`config.mk`:
```
export PLATFORM = sky130hd
export DESIGN_NAME = fwd_hazard_unit_flat
export DESIGN_NICKNAME = d
export VERILOG_FILES = /design/src/rtl/fwd_hazard_unit_if.sv /design/src/rtl/fwd_hazard_unit.sv /design/src/flat_wrapper.sv
export SDC_FILE = /design/constraint.sdc
export NUM_CORES = 1
export LEC_CHECK = 0
export BUFFER_PORTS_ARGS = -buffer_cell sky130_fd_sc_hd__buf_4
export CAP_MARGIN = 15
export CELL_PAD_IN_SITES_DETAIL_PLACEMENT = 1
export CELL_PAD_IN_SITES_GLOBAL_PLACEMENT = 2
export CORE_MARGIN = 8
export CORE_UTILIZATION = 32
export CTS_CLUSTER_DIAMETER = 150
export DETAILED_ROUTE_END_ITERATION = 16
export PLACE_DENSITY_LB_ADDON = 0.1
export SLEW_MARGIN = 30
export SYNTH_ARGS = -nofsm -noshare
export SYNTH_HDL_FRONTEND = slang
export SYNTH_SLANG_ARGS = --single-unit
export TNS_END_PERCENT = 50
```
`constraint.sdc`:
```
create_clock -name clk -period 5.5 [get_ports clk]
set_input_delay 1.375 -clock clk [delete_from_list [all_inputs] [get_ports clk]]
set_output_delay 1.375 -clock clk [all_outputs]
set_load 0.1 [all_outputs]
```
`src/rtl/fwd_hazard_unit_if.sv`:
```
// Signal bundle between the pipeline and fwd_hazard_unit: ID-stage fields in,
// EX operand selects, stall/bubble/freeze controls and shadow snapshot out.
interface fwd_hazard_unit_if #(
    parameter int CNT_W = 16
);
    logic             id_valid;
    logic [4:0]       id_rs;
    logic [4:0]       id_rt;
    logic             id_uses_rt;
    logic [4:0]       id_dst;
    logic             id_regwrite;
    logic             id_memread;
    logic             flush;
    logic             dmem_busy;
    logic [1:0]       fwd_a;
    logic [1:0]       fwd_b;
    logic             stall;
    logic             bubble;
    logic             freeze;
    logic [CNT_W-1:0] stall_cnt;
    // Shadow snapshot: {EX v,dst,rw,mr,rs,rt,use_rt | MEM v,dst,rw,mr | WB v,dst,rw,mr}
    logic [34:0]      shadow;

    modport master (
        output id_valid, id_rs, id_rt, id_uses_rt, id_dst, id_regwrite, id_memread,
        output flush, dmem_busy,
        input  fwd_a, fwd_b, stall, bubble, freeze, stall_cnt, shadow
    );

    modport slave (
        input  id_valid, id_rs, id_rt, id_uses_rt, id_dst, id_regwrite, id_memread,
        input  flush, dmem_busy,
        output fwd_a, fwd_b, stall, bubble, freeze, stall_cnt, shadow
    );
endinterface

```
`src/rtl/fwd_hazard_unit.sv`:
```
// Forwarding-select and load-use/flush/freeze hazard controller for the 5-stage pipeline.
// Forward selects and shadow state are registered; stall, bubble and freeze are combinational.
module fwd_hazard_unit #(
    parameter int CNT_W = 16
) (
    input  logic             clk,
    input  logic             rst,
    fwd_hazard_unit_if.slave bus
);
    localparam logic [1:0] SEL_RF  = 2'b00;
    localparam logic [1:0] SEL_MEM = 2'b01;
    localparam logic [1:0] SEL_EX  = 2'b10;

    typedef struct packed {
        logic       v;
        logic [4:0] dst;
        logic       rw;
        logic       mr;
        logic [4:0] rs;
        logic [4:0] rt;
        logic       use_rt;
    } ex_entry_t;

    typedef struct packed {
        logic       v;
        logic [4:0] dst;
        logic       rw;
        logic       mr;
    } stage_entry_t;

    typedef enum logic [1:0] {
        ACT_HOLD  = 2'd0,
        ACT_FLUSH = 2'd1,
        ACT_STALL = 2'd2,
        ACT_LOAD  = 2'd3
    } act_e;

    localparam ex_entry_t        EX_EMPTY  = ex_entry_t'(19'd0);
    localparam stage_entry_t     STG_EMPTY = stage_entry_t'(8'd0);
    localparam logic [CNT_W-1:0] CNT_ZERO  = {CNT_W{1'b0}};
    localparam logic [CNT_W-1:0] CNT_MAX   = {CNT_W{1'b1}};
    localparam logic [CNT_W-1:0] CNT_ONE   = {{(CNT_W-1){1'b0}}, 1'b1};

    ex_entry_t        r_ex;
    stage_entry_t     r_mem;
    stage_entry_t     r_wb;
    logic [1:0]       r_fwd_a;
    logic [1:0]       r_fwd_b;
    logic [CNT_W-1:0] r_stall_cnt;

    logic       w_ex_live;
    logic       w_mem_live;
    logic       w_lu;
    logic       w_stall;
    logic       w_bubble;
    act_e       w_act;
    ex_entry_t  w_ex_nxt;
    logic [1:0] w_fwd_a_nxt;
    logic [1:0] w_fwd_b_nxt;

    // The instruction in EX lands in MEM next, so it is the newest producer and wins.
    function automatic logic [1:0] fwd_select(
        input logic [4:0] src,
        input logic       ex_live,
        input logic [4:0] ex_dst,
        input logic       mem_live,
        input logic [4:0] mem_dst
    );
        logic [1:0] sel;
        if (ex_live && (ex_dst == src)) begin
            sel = SEL_EX;
        end else if (mem_live && (mem_dst == src)) begin
            sel = SEL_MEM;
        end else begin
            sel = SEL_RF;
        end
        return sel;
    endfunction

    assign w_ex_live  = r_ex.v & r_ex.rw & (r_ex.dst != 5'd0);
    assign w_mem_live = r_mem.v & r_mem.rw & (r_mem.dst != 5'd0);
    assign w_lu       = bus.id_valid & r_ex.v & r_ex.mr & (r_ex.dst != 5'd0) &
                        ((r_ex.dst == bus.id_rs) | (bus.id_uses_rt & (r_ex.dst == bus.id_rt)));

    // Cycle action in priority order: freeze, flush, load-use stall, normal advance.
    always_comb begin
        w_act    = ACT_LOAD;
        w_stall  = 1'b0;
        w_bubble = 1'b0;
        if (bus.dmem_busy) begin
            w_act = ACT_HOLD;
        end else if (bus.flush) begin
            w_act    = ACT_FLUSH;
            w_bubble = 1'b1;
        end else if (w_lu) begin
            w_act    = ACT_STALL;
            w_stall  = 1'b1;
            w_bubble = 1'b1;
        end else begin
            w_act = ACT_LOAD;
        end
    end

    // Next EX entry and operand selects for the instruction about to enter EX.
    always_comb begin
        w_ex_nxt    = EX_EMPTY;
        w_fwd_a_nxt = SEL_RF;
        w_fwd_b_nxt = SEL_RF;
        case (w_act)
            ACT_LOAD: begin
                w_ex_nxt.v      = bus.id_valid;
                w_ex_nxt.dst    = bus.id_dst;
                w_ex_nxt.rw     = bus.id_regwrite;
                w_ex_nxt.mr     = bus.id_memread;
                w_ex_nxt.rs     = bus.id_rs;
                w_ex_nxt.rt     = bus.id_rt;
                w_ex_nxt.use_rt = bus.id_uses_rt;
                w_fwd_a_nxt     = fwd_select(bus.id_rs, w_ex_live, r_ex.dst, w_mem_live, r_mem.dst);
                if (bus.id_uses_rt) begin
                    w_fwd_b_nxt = fwd_select(bus.id_rt, w_ex_live, r_ex.dst, w_mem_live, r_mem.dst);
                end else begin
                    w_fwd_b_nxt = SEL_RF;
                end
            end
            ACT_FLUSH, ACT_STALL: begin
                w_ex_nxt    = EX_EMPTY;
                w_fwd_a_nxt = SEL_RF;
                w_fwd_b_nxt = SEL_RF;
            end
            ACT_HOLD: begin
                w_ex_nxt    = r_ex;
                w_fwd_a_nxt = r_fwd_a;
                w_fwd_b_nxt = r_fwd_b;
            end
            default: begin
                w_ex_nxt    = EX_EMPTY;
                w_fwd_a_nxt = SEL_RF;
                w_fwd_b_nxt = SEL_RF;
            end
        endcase
    end

    // Shadow pipeline, forward selects and stall counter; a freeze holds all of it.
    always_ff @(posedge clk) begin
        if (rst) begin
            r_ex        <= EX_EMPTY;
            r_mem       <= STG_EMPTY;
            r_wb        <= STG_EMPTY;
            r_fwd_a     <= SEL_RF;
            r_fwd_b     <= SEL_RF;
            r_stall_cnt <= CNT_ZERO;
        end else if (w_act != ACT_HOLD) begin
            r_ex    <= w_ex_nxt;
            r_mem   <= {r_ex.v, r_ex.dst, r_ex.rw, r_ex.mr};
            r_wb    <= r_mem;
            r_fwd_a <= w_fwd_a_nxt;
            r_fwd_b <= w_fwd_b_nxt;
            if ((w_act == ACT_STALL) && (r_stall_cnt != CNT_MAX)) begin
                r_stall_cnt <= r_stall_cnt + CNT_ONE;
            end else begin
                r_stall_cnt <= r_stall_cnt;
            end
        end else begin
            r_ex        <= r_ex;
            r_mem       <= r_mem;
            r_wb        <= r_wb;
            r_fwd_a     <= r_fwd_a;
            r_fwd_b     <= r_fwd_b;
            r_stall_cnt <= r_stall_cnt;
        end
    end

    assign bus.fwd_a     = r_fwd_a;
    assign bus.fwd_b     = r_fwd_b;
    assign bus.stall     = w_stall;
    assign bus.bubble    = w_bubble;
    assign bus.freeze    = bus.dmem_busy;
    assign bus.stall_cnt = r_stall_cnt;
    assign bus.shadow    = {r_ex, r_mem, r_wb};
endmodule

```
`src/flat_wrapper.sv`:
```
// flat-port wrapper written by rule: the top's interface ports become plain ports
module fwd_hazard_unit_flat 
#(
    parameter int CNT_W = 16
)
  (clk, rst, bus_id_valid, bus_id_rs, bus_id_rt, bus_id_uses_rt, bus_id_dst, bus_id_regwrite, bus_id_memread, bus_flush, bus_dmem_busy, bus_fwd_a, bus_fwd_b, bus_stall, bus_bubble, bus_freeze, bus_stall_cnt, bus_shadow);
  fwd_hazard_unit_if #(.CNT_W(CNT_W)) bus_i ();
  input  logic clk;
  input  logic rst;
  input wire logic [$bits(bus_i.id_valid)-1:0] bus_id_valid;
  input wire logic [$bits(bus_i.id_rs)-1:0] bus_id_rs;
  input wire logic [$bits(bus_i.id_rt)-1:0] bus_id_rt;
  input wire logic [$bits(bus_i.id_uses_rt)-1:0] bus_id_uses_rt;
  input wire logic [$bits(bus_i.id_dst)-1:0] bus_id_dst;
  input wire logic [$bits(bus_i.id_regwrite)-1:0] bus_id_regwrite;
  input wire logic [$bits(bus_i.id_memread)-1:0] bus_id_memread;
  input wire logic [$bits(bus_i.flush)-1:0] bus_flush;
  input wire logic [$bits(bus_i.dmem_busy)-1:0] bus_dmem_busy;
  output wire logic [$bits(bus_i.fwd_a)-1:0] bus_fwd_a;
  output wire logic [$bits(bus_i.fwd_b)-1:0] bus_fwd_b;
  output wire logic [$bits(bus_i.stall)-1:0] bus_stall;
  output wire logic [$bits(bus_i.bubble)-1:0] bus_bubble;
  output wire logic [$bits(bus_i.freeze)-1:0] bus_freeze;
  output wire logic [$bits(bus_i.stall_cnt)-1:0] bus_stall_cnt;
  output wire logic [$bits(bus_i.shadow)-1:0] bus_shadow;
  assign bus_i.id_valid = bus_id_valid;
  assign bus_i.id_rs = bus_id_rs;
  assign bus_i.id_rt = bus_id_rt;
  assign bus_i.id_uses_rt = bus_id_uses_rt;
  assign bus_i.id_dst = bus_id_dst;
  assign bus_i.id_regwrite = bus_id_regwrite;
  assign bus_i.id_memread = bus_id_memread;
  assign bus_i.flush = bus_flush;
  assign bus_i.dmem_busy = bus_dmem_busy;
  assign bus_fwd_a = bus_i.fwd_a;
  assign bus_fwd_b = bus_i.fwd_b;
  assign bus_stall = bus_i.stall;
  assign bus_bubble = bus_i.bubble;
  assign bus_freeze = bus_i.freeze;
  assign bus_stall_cnt = bus_i.stall_cnt;
  assign bus_shadow = bus_i.shadow;
  fwd_hazard_unit #(.CNT_W(CNT_W)) u_core (.clk(clk), .rst(rst), .bus(bus_i));
endmodule
```
# After elaboration in Yosys (flattened, before gate mapping)
# Cells that the tools add are included.
# classes
mux	16
n_reduce_logical	12
bitwise_logic	11
eq_ne	8
addsub	1
# op_table
operator	n
case mux 19 bit (2 select lines)	1
equality test 5 bit	4
adder 16 x 1 -> 16 bit, second input constant	1
!= test 16 bit, second input constant	1
two-way mux 2 bit	5
nonzero test 5 bit	2
bitwise AND 1 bit	9
two-way mux 1 bit	8
case mux 2 bit (2 select lines)	2
logical AND 1 bit	5
equality test 2 bit, second input constant	2
AND reduction 2 bit	2
equality test 2 x 1 -> 1 bit, second input constant	1
logical NOT 2 bit	1
nonzero test 2 bit	1
OR reduction 2 bit	1
inverter 1 bit	1
OR 1 bit	1
# totals
ff_bits	55
wordCells	66
in_bits	23

# Longest topological paths before layout
# logic_depth
depth_word	10
depth_mapped	12
ltp_nobuf	11

# Worst setup path before layout
# No wires, ideal clock.
# synth_path
path_kind	input to output
from	in bus_id_rt[2]
to	out bus_stall
t_required_ps	4125
path_buffers	0
path_slack_ps	-981
stages	5
t_arrival_ps	5106
path_cell_list	xor2_1 -> a221o_1 -> nor4_4 -> a21oi_2 -> nor4_1
# synth_via
elab_chain_cells	7
# synth_rtl
item	line	text
start, declared	flat_wrapper.sv:12	input wire logic [$bits(bus_i.id_rt)-1:0] bus_id_rt;
equality test 5 bit	fwd_hazard_unit.sv:83	((r_ex.dst == bus.id_rs) | (bus.id_uses_rt & (r_ex.dst == bus.id_rt)));
bitwise AND 1 bit	fwd_hazard_unit.sv:83	
OR 1 bit	fwd_hazard_unit.sv:83	
bitwise AND 1 bit	fwd_hazard_unit.sv:82	assign w_lu = bus.id_valid & r_ex.v & r_ex.mr & (r_ex.dst != 5'd0) &
two-way mux 1 bit	fwd_hazard_unit.sv:95	end else if (w_lu) begin
two-way mux 1 bit	fwd_hazard_unit.sv:92	end else if (bus.flush) begin
two-way mux 1 bit	fwd_hazard_unit.sv:90	if (bus.dmem_busy) begin
end, declared	flat_wrapper.sv:21	output wire logic [$bits(bus_i.stall)-1:0] bus_stall;
# Every way passes these cells.

# Worst setup path after layout
# layout_path
from	in bus_id_rt[2]
to	out bus_bubble
# layout_via
elab_chain_cells	7
# layout_rtl
item	line	text
equality test 5 bit	fwd_hazard_unit.sv:83	
bitwise AND 1 bit	fwd_hazard_unit.sv:83	
OR 1 bit	fwd_hazard_unit.sv:83	
bitwise AND 1 bit	fwd_hazard_unit.sv:82	
two-way mux 1 bit	fwd_hazard_unit.sv:95	
two-way mux 1 bit	fwd_hazard_unit.sv:92	
two-way mux 1 bit	fwd_hazard_unit.sv:90	
end, declared	flat_wrapper.sv:22	output wire logic [$bits(bus_i.bubble)-1:0] bus_bubble;
# Every way passes these cells.

==> impl_metrics.csv <==
group,metric,value,unit
final_layout,fillerInstances,930,
routing,ant_nets,0,
timing,slew_violations,0,
pwr,powerDensity,261,nW/um^2
timing,finalCritPeriodShare,79.6,%
yosys,syn_inst,284,
yosys,syn_nets,310,
floorplanning,io_pins,81,
routing,drt_iter0_markers,106,
timing,rsz0062_at_grt,"false",
critical_path,cp-start-kind,"input port",
routing,routed_wl,7520,um
pwr,leakagePower,1.40,nW
yosys,syn-cell-area,2580,sq um
timing,finalCriticalPeriod,4.38,ns
final_layout,drive_gt1_share,29.2,%
routing,via_per_inst,4.99,
placement,placed_area,3270,sq um
global_route,grt_pass1_wl,12300,um
final_layout,antennaDiodeCount,0,
timing,max-slew-margin-rel,56.2,%
clock_tree,cts_hold_buf,0,
global_route,use_met2,20.0,%
yosys,synth_top_flop_cell,"dfxtp_1",
yosys,synth_top_area_cell,"dfxtp_1",
global_route,antenna_found_initial,0,
clock_tree,cts_tree,"built",
global_route,busiest_layer,"met2",
timing,setup_slack,1.12,ns
pwr,ir_drop,0.000106,V
clock_tree,h-tree-depth,2,
final_layout,nets,384,
routing,first_pass_iters,4,
floorplanning,die_y,106,um
timing,worst_slew_pin_slew,0.654,ns
outcome,run_status,"complete, no violations",
final_layout,fin_area,3390,sq um
timing,finalHoldViolCount,0,
yosys,yosysUniqueCellTypes,49,
critical_path,end_kind,"output pin",
yosys,ys_ff_latch,55,
run,maxCapViolations,0,
placement,preCtsSetupSlack,1.11,ns
yosys,async_reset_ff_share,0,%
critical_path,worst-endpoint-required,4.12,ns
floorplanning,start_util,33.2,%
placement,dp_hpwl,5670,um
critical_path,path_class,"in2out",
floorplanning,die_w,106,um
floorplanning,die_area,11200,sq um
yosys,synth_top_area_share,42.7,%
clock_tree,cts_buffer_depth,2,
yosys,synth_edf_count,0,
global_route,grt_max_degree,56,
global_route,met1_usage,17.7,%
clock_tree,cts_setup_buffers,0,
yosys,yosys_warnings,0,
timing,finalSetupViolCount,0,
routing,drc_errors,0,
critical_path,critical_path.max_fanout,3,
floorplanning,rows,32,
routing,routedWlPerCell,16.3,um
yosys,synth_top_cells_by_area,"dfxtp_1 43%, nor2_1 7.7%, xnor2_1 6.5%",
floorplanning,coreArea,7770,sq um
clock_tree,insertion_delay,0.30,ns
global_route,grt_pass1_vias,2367,
placement,dp.cells,453,
timing,clock.fmax,228,MHz
global_route,grt_use_met3,4.51,%
clock_tree,cts_buffers,5,
placement,io_buffers,80,
timing,fin_skew,0.00758,ns
routing,vias,2300,
placement,routabilityCongestion,0.738,
yosys,ys_seq_area_share,42.7,%
global_route,gr-total-overflow,0,
final_layout,final-instance-count-excl-fill,461,
clock_tree,path_clk_slew,0.10,ns
timing,hold_ws,0.484,ns
critical_path,cp.arrival,3.00,ns
final_layout,synthToLayoutAreaGrowth,31.4,%
global_route,grtUsageTotal,13.3,%
clock_tree,cts_resized,0,
min_path,hold_class,"reg2reg",
yosys,synth_area_per_cell,9.08,sq um
clock_tree,numClockSinks,55,
clock_tree,cts-root-buf,"clkbuf_8",
logic make-up after synthesis:
| group | count (synthesis) | synth area share [%] |
|---|---|---|
| xor gates and xnor gates | 32 | 10.9 |
| buffers and inverters | 22 | 3.40 |
| muxes | 16 | 6.21 |
| adders and majority gates | 3 | 1.46 |
| AOI/OAI and AO/OA | 42 | 12.1 |
| and+or+nand+nor | 114 | 23.3 |
| DFF | 55 | 42.7 |
cells in the final DEF (no fill, tap or decap), types with 3 or more instances in the layout:
cell type	count
a211oi_1	3
dfxtp_1	55
mux2i_1	16
xor2_1	13
nand3_1	8
nand2_1	10
clkbuf_8	6
inv_1	6
nand4_1	5
a21oi_1	18
nor3b_1	11
xnor2_1	19
a22oi_1	7
nor3_1	4
buf_4	82
nor2_1	53
registers in the layout, summed over array words and instances, names as in the netlist:
signal	cells
u_core.bus.fwd_b	2
u_core.bus.shadow	35
u_core.bus.fwd_a	2
u_core.bus.stall_cnt	16
critical path, cell delays in order:
cell and delay (ns):
buf_4 0.12, xor2_1 0.13, a221o_1 0.31, nor4_4 0.25
a21oi_2 0.15, o32ai_1 0.32, buf_4 0.34
per-layer routing:
layer	vias to the layer above	share of wire, %	wire [um]
met5	-	0	0
met4	0	0.78	59
met3	4	6.6	495
met2	48	44	3320
met1	1109	48	3640
li1	1139	-	-
layout make-up:
class,instances,area [sq um],share of cell area [%]
Sequential cell,55,1100,32.5
Multi-Input combinational cell,207,1400,41.3
Clock inverter,2,35.0,1.03
Tap cell,102,128,3.77
Inverter,7,26.3,0.776
Timing Repair Buffer,82,616,18.2
Clock buffer,6,82.6,2.44
where the power goes:
group | internal [W] | switching [W] | leakage [nW]
Sequential | 0.000408 | 0.0000127 | 0.446
Combinational | 0.0000503 | 0.000133 | 0.889
Clock | 0.000148 | 0.000131 | 0.0612
Total | 0.000606 | 0.000277 | 1.40
Yosys cell counts (2+ instances only):
library cell,instances
nor2_1,53
nand4_1,5
nor2b_1,2
ha_1,3
nand3_1,8
mux2i_1,16
nor3_2,2
nor4_1,3
clkbuf_1,9
a21oi_1,18
buf_1,4
nand2b_1,2
and4_1,2
xnor2_1,19
a211oi_1,3
nor3b_1,11
dfxtp_1,55
nor3_1,4
and2_1,2
nand2_1,10
or4_1,2
inv_1,6
a22oi_1,7
xor2_1,13
final timing paths:
check                         from                  end  slack (ns)  cells after the start
max                   bus_id_rt[2]           bus_bubble        1.12                      7
min            u_core.bus.fwd_b[0]  u_core.bus.fwd_b[0]        0.48                      1
max reg2reg  u_core.bus.shadow[33]  u_core.bus.fwd_a[0]        2.22                     10
min reg2reg    u_core.bus.fwd_b[0]  u_core.bus.fwd_b[0]        0.48                      1
metrics by stage:
step | setup TNS [ns] | utilization (%) | power (W)
2_1_floorplan | -0.386 | - | 0.000564
3_3_place_gp | 0 | 42.1 | 0.000614
3_5_place_dp | 0 | 42.1 | 0.000615
4_1_cts | 0 | 43.6 | 0.000899
5_1_grt | 0 | 43.6 | 0.000922
6_report | 0 | 43.6 | 0.000883
No activity file was read; power rests on OpenSTA's default activity.
